[src/rtl/hqm_iosf_handshake_arb.sv]
// hqm_iosf_handshake_arb
// Round-robin arbiter that shares one single-entry val/rdy CDC handshake
// channel among NUM_REQ source-domain requesters. The granted requester's
// data is captured at grant and held until the channel's rdy_src pulse.
// A one-cycle GAP after each completion forces a val_src falling edge.
// Optional feature: define HQM_IOSF_HS_ARB_TIMEOUT_EN to enable the sticky
// err_timeout flag for REQ phases that last TIMEOUT_CYC cycles.
module hqm_iosf_handshake_arb #(
    parameter int NUM_REQ     = 4,
    parameter int WIDTH       = 32,
    parameter int TIMEOUT_CYC = 1024,
    localparam int GW         = (NUM_REQ > 1) ? $clog2(NUM_REQ) : 1
) (
    input  logic                     clk_src,
    input  logic                     rst_src_n,
    input  logic [NUM_REQ-1:0]       req_val,
    input  logic [NUM_REQ*WIDTH-1:0] req_dat,
    output logic [NUM_REQ-1:0]       req_rdy,
    output logic                     val_src,
    output logic [WIDTH-1:0]         dat_src,
    input  logic                     rdy_src,
    output logic                     busy,
    output logic [GW-1:0]            gnt_id,
    output logic                     err_spurious,
    output logic                     err_timeout
);

    if (NUM_REQ < 1 || NUM_REQ > 16 || TIMEOUT_CYC < 2) begin : g_param_check
        $error("hqm_iosf_handshake_arb: NUM_REQ must be 1..16 and TIMEOUT_CYC >= 2");
    end

    typedef enum logic [1:0] {
        IDLE = 2'd0,
        REQ  = 2'd1,
        GAP  = 2'd2
    } state_t;

    state_t            state;
    state_t            state_nxt;
    logic [GW-1:0]     rr_ptr;
    logic              pick_vld;
    logic [GW-1:0]     pick;
    logic              hi_vld;
    logic [GW-1:0]     hi_pick;
    logic [GW-1:0]     lo_pick;
    logic [WIDTH-1:0]  pick_dat;

    // Round-robin scan: lowest requester at/above rr_ptr wins, else lowest overall (wrap)
    always_comb begin
        pick_vld = 1'b0;
        hi_vld   = 1'b0;
        hi_pick  = '0;
        lo_pick  = '0;
        for (int j = NUM_REQ - 1; j >= 0; j--) begin
            if (req_val[j]) begin
                pick_vld = 1'b1;
                lo_pick  = GW'(j);
                if (j >= int'(rr_ptr)) begin
                    hi_vld  = 1'b1;
                    hi_pick = GW'(j);
                end
            end
        end
        pick = hi_vld ? hi_pick : lo_pick;
    end

    // Data mux for the requester chosen by the scan
    always_comb begin
        pick_dat = '0;
        for (int j = 0; j < NUM_REQ; j++) begin
            if (pick == GW'(j)) begin
                pick_dat = req_dat[j*WIDTH +: WIDTH];
            end
        end
    end

    // FSM state register
    always_ff @(posedge clk_src or negedge rst_src_n) begin
        if (!rst_src_n) begin
            state <= IDLE;
        end else begin
            state <= state_nxt;
        end
    end

    // FSM next state and same-cycle accept pulse to the granted requester
    always_comb begin
        state_nxt = state;
        req_rdy   = '0;
        case (state)
            IDLE: begin
                if (pick_vld) begin
                    state_nxt = REQ;
                end
            end
            REQ: begin
                if (rdy_src) begin
                    state_nxt = GAP;
                    for (int j = 0; j < NUM_REQ; j++) begin
                        req_rdy[j] = (gnt_id == GW'(j));
                    end
                end
            end
            GAP: begin
                state_nxt = IDLE;
            end
            default: begin
                state_nxt = IDLE;
            end
        endcase
    end

    // Grant capture, registered channel valid, rr pointer advance, spurious flag
    always_ff @(posedge clk_src or negedge rst_src_n) begin
        if (!rst_src_n) begin
            val_src      <= 1'b0;
            dat_src      <= '0;
            gnt_id       <= '0;
            rr_ptr       <= '0;
            err_spurious <= 1'b0;
        end else begin
            val_src <= (state_nxt == REQ);
            if (state == IDLE && pick_vld) begin
                gnt_id  <= pick;
                dat_src <= pick_dat;
            end
            if (state == REQ && rdy_src) begin
                rr_ptr <= (gnt_id == GW'(NUM_REQ - 1)) ? '0 : gnt_id + GW'(1);
            end
            if (state != REQ && rdy_src) begin
                err_spurious <= 1'b1;
            end
        end
    end

    assign busy = (state != IDLE);

`ifdef HQM_IOSF_HS_ARB_TIMEOUT_EN
    localparam int CW = $clog2(TIMEOUT_CYC + 1);

    logic [CW-1:0] to_cnt;
    logic          to_err;

    // REQ-phase length counter (cleared before entry, saturating) and sticky timeout flag;
    // the transfer itself is never aborted since the CDC channel owns it
    always_ff @(posedge clk_src or negedge rst_src_n) begin
        if (!rst_src_n) begin
            to_cnt <= '0;
            to_err <= 1'b0;
        end else begin
            if (state == IDLE) begin
                to_cnt <= '0;
            end else if (state == REQ && to_cnt != CW'(TIMEOUT_CYC)) begin
                to_cnt <= to_cnt + CW'(1);
            end
            if (state == REQ && !rdy_src && to_cnt == CW'(TIMEOUT_CYC - 1)) begin
                to_err <= 1'b1;
            end
        end
    end

    assign err_timeout = to_err;
`else
    assign err_timeout = 1'b0;
`endif

endmodule

[config.mk]
export PLATFORM = sky130hd
export DESIGN_NAME = hqm_iosf_handshake_arb
export DESIGN_NICKNAME = d
export VERILOG_FILES = /design/src/rtl/hqm_iosf_handshake_arb.sv
export SDC_FILE = /design/constraint.sdc
export NUM_CORES = 1
export LEC_CHECK = 0
export CORE_AREA = 8 8 92 94
export CTS_CLUSTER_DIAMETER = 30
export DETAILED_ROUTE_END_ITERATION = 8
export DIE_AREA = 0 0 100 102
export HOLD_SLACK_MARGIN = 0.03
export PLACE_DENSITY = 0.84
export SLEW_MARGIN = 20
export SYNTH_ARGS = -nofsm -noshare
export SYNTH_HDL_FRONTEND = slang
export SYNTH_SLANG_ARGS = --single-unit
[constraint.sdc]
create_clock -name clk_src -period 4.9 [get_ports clk_src]
set_input_delay 0.98 -clock clk_src [delete_from_list [all_inputs] [get_ports clk_src]]
set_output_delay 0.98 -clock clk_src [all_outputs]
set_load 0.03 [all_outputs]
==> metrics <==
Mapped Area 2633 sq um; Die ar. 10200 sq um; DP HPWL 7102 microns; Yosys cell types 28; gpl congestion 0.7895; nets 533; CTS-repair resized insts 0; Total GRT Usage 17.49%; H-Tree Depth 2; Leakage 0.001923 uW; Seq/Total Area, Yosys 38.02%; Final Hold Viols 0; Clk pwr share 9.6%; via count 2459; FP Rows 31; CTS Buffer Depth 2; multi-input logic area 1505 sq um; Max VDD drop 0.5041 mV; CTS tree yes; syn_nets 366; net switching power 1090 uW; layout cell share with drive strength beyond 1 12.66%; initial antenna violation count 0; Period Utilization, post-route 75.52%; critical path peak fanout 7; Net Sw Frac 45.30%; Placeable Area 7059 sq um; sequential share of power 24.2%; die width 100 microns; # port buffers 175; Via density 4.978; Pre-Repair DR Iteration Count 6; commonest non-fill, non-tap cell in the layout clkdlybuf4s50_1; Syn Inst Count 227; Synth Register Bits 40; Comb power frac 66.2%; flip-flop and latch area 1001 sq um; hold slack 0.4766 ns; power per standard cell area 532.8 nW/um^2; total CTS buffers 5; clock sink count 40; Final Power 2407 uW; worst min-delay path category reg -> reg; Max Freq 270.3 MHz; worst endpoint required time 3.92 ns; Die Y 102 microns; relative slew slack 37.43%; Power Internal 1317 uW; Critical Path End Type primary output; drc violations 0; RSZ-0062 raised after global routing no; post-layout min period 3.700 ns; DRT iter0 DRCs 43; antenna-violating nets left 0; Worst EP arrival 2.72 ns; Slew Viols, Final 0; remaining global-route overflow 0; Placed Cells 486; vias in the first global route 2712; Reg clk slew, reported paths 0.07 ns; synthesis-to-layout area growth 71.63%; Worst Tran Pin Value 0.9385 ns; syn avg cell area 11.60 sq um; total of max-cap violations 0; root buffer cell clkbuf_8; number of fill cells in the layout 603; wire length per cell 18.30 microns; final wirelength 9041 microns; Synthesis Warnings 0; most frequent cells in the layout clkdlybuf4s50_1, mux2i_1, dfrtp_1; first-pass GRT wire length 14200 microns; latest clock arrival within the worst-skew pair 0.29 ns; post-CTS setup repair buffer count 0; Final Instance Count excl. Fillers 494; Setup Skew 0.006616 ns; CTS Hold Bufs 0; R2R Setup Slk 2.70 ns; I/O pins 177; Fin Setup TNS 0 ns; CP startpoint kind input port; status finished clean; initial core utilization 37.29%; largest net degree at the start of global routing 41; Crit Path Category in -> out; Core Util, Final 64.00%; Setup violations, final 0; Inserted Diodes 0
==> cell type report <==
cell class | count | area share [%]
Timing Repair Buffer | 179 | 39.32
Multi-Input combinational cell | 163 | 33.31
Sequential cell | 40 | 22.15
Tap cell | 99 | 2.742
Clock buffer | 6 | 1.828
Inverter | 5 | 0.4154
Clock inverter | 2 | 0.2215
==> path summary, 6_finish.rpt <==
check	startpoint	to	depth (start not counted)
min in group asynchronous	rst_src_n	rr_ptr[1]$_DFFE_PN0P_	1
min	err_spurious$_DFFE_PN0P_	err_spurious$_DFFE_PN0P_	1
max	rdy_src	req_rdy[1]	5
min reg2reg	err_spurious$_DFFE_PN0P_	err_spurious$_DFFE_PN0P_	1
max reg2reg	rr_ptr[1]$_DFFE_PN0P_	dat_src[26]$_DFFE_PN0P_	5
max in group asynchronous	rst_src_n	dat_src[9]$_DFFE_PN0P_	1
==> metrics by stage <==
step | worst slack [ns] | cell area, sq um
after floorplan | 2.335 | 2633
after global routing | 1.072 | 4518
after detailed placement | 1.199 | 4425
final | 1.200 | 4518
after CTS | 1.186 | 4518
after global placement | 1.243 | 4425
==> synthesized netlist by cell type <==
| library cell | instances | area share (%) |
|---|---|---|
| or2_4 | 1 | 0.33 |
| a21boi_0 | 1 | 0.29 |
| buf_6 | 5 | 2.1 |
| or3b_2 | 1 | 0.33 |
| nor2_1 | 3 | 0.43 |
| nand2b_1 | 2 | 0.48 |
| o221ai_2 | 29 | 17 |
| nor2b_1 | 1 | 0.24 |
| mux2i_1 | 64 | 24 |
| buf_4 | 7 | 2.0 |
| nor4_1 | 1 | 0.24 |
| dfrtp_1 | 40 | 38 |
| a311oi_1 | 1 | 0.33 |
| or3_4 | 1 | 0.43 |
| and2_1 | 4 | 0.95 |
| nand2_1 | 34 | 4.8 |
| or2_1 | 1 | 0.24 |
| ha_1 | 4 | 1.9 |
| o221ai_1 | 4 | 1.3 |
| buf_2 | 1 | 0.19 |
| conb_1 | 1 | 0.14 |
| o21ai_0 | 4 | 0.76 |
| inv_1 | 5 | 0.71 |
| mux2_2 | 3 | 1.3 |
| o21ai_1 | 1 | 0.19 |
| a21o_1 | 1 | 0.29 |
| a21oi_1 | 1 | 0.19 |
| clkbuf_1 | 6 | 0.86 |
==> power by group through the flow <==
stage / clock, uW / combinational, uW / sequential (uW)
4_1_cts: 241 / 1620 / 584
3_5_place_dp: 0 / 1620 / 589
3_3_place_gp: 0 / 1590 / 582
6_report: 230 / 1590 / 582
5_1_grt: 254 / 1710 / 604
2_1_floorplan: 0 / 785 / 860
==> metal layers <==
layer | routed length, microns | global-route usage (%)
met3 | 892 | 6.812
met2 | 4407 | 30.22
met4 | 108 | 4.651
met1 | 3632 | 19.66
met5 | 0 | 0
==> sequential cells by signal (all words and copies together) (netlist names) <==
signal	cells
dat_src	32
err_spurious	1
gnt_id	2
rr_ptr	2
state	2
val_src	1
==> worst max-delay path, cell delays in order <==
cell	delay (ns)
clkdlybuf4s50_1	0.50
inv_1	0.05
nor2_1	0.31
and2_1	0.20
clkdlybuf4s50_1	0.68
==> cells by family after synthesis <==
family	Yosys count	synth area share, %
adder cells (fa/ha/maj)	4	1.901
multiplexers	67	25.62
other	1	0.1424
AO/OA/AOI/OAI	42	19.91
buffers and inverters	24	5.893
flip-flops	40	38.02
AND/OR/NAND/NOR	49	8.508
Note: power is estimated with default switching activity, not from simulation.
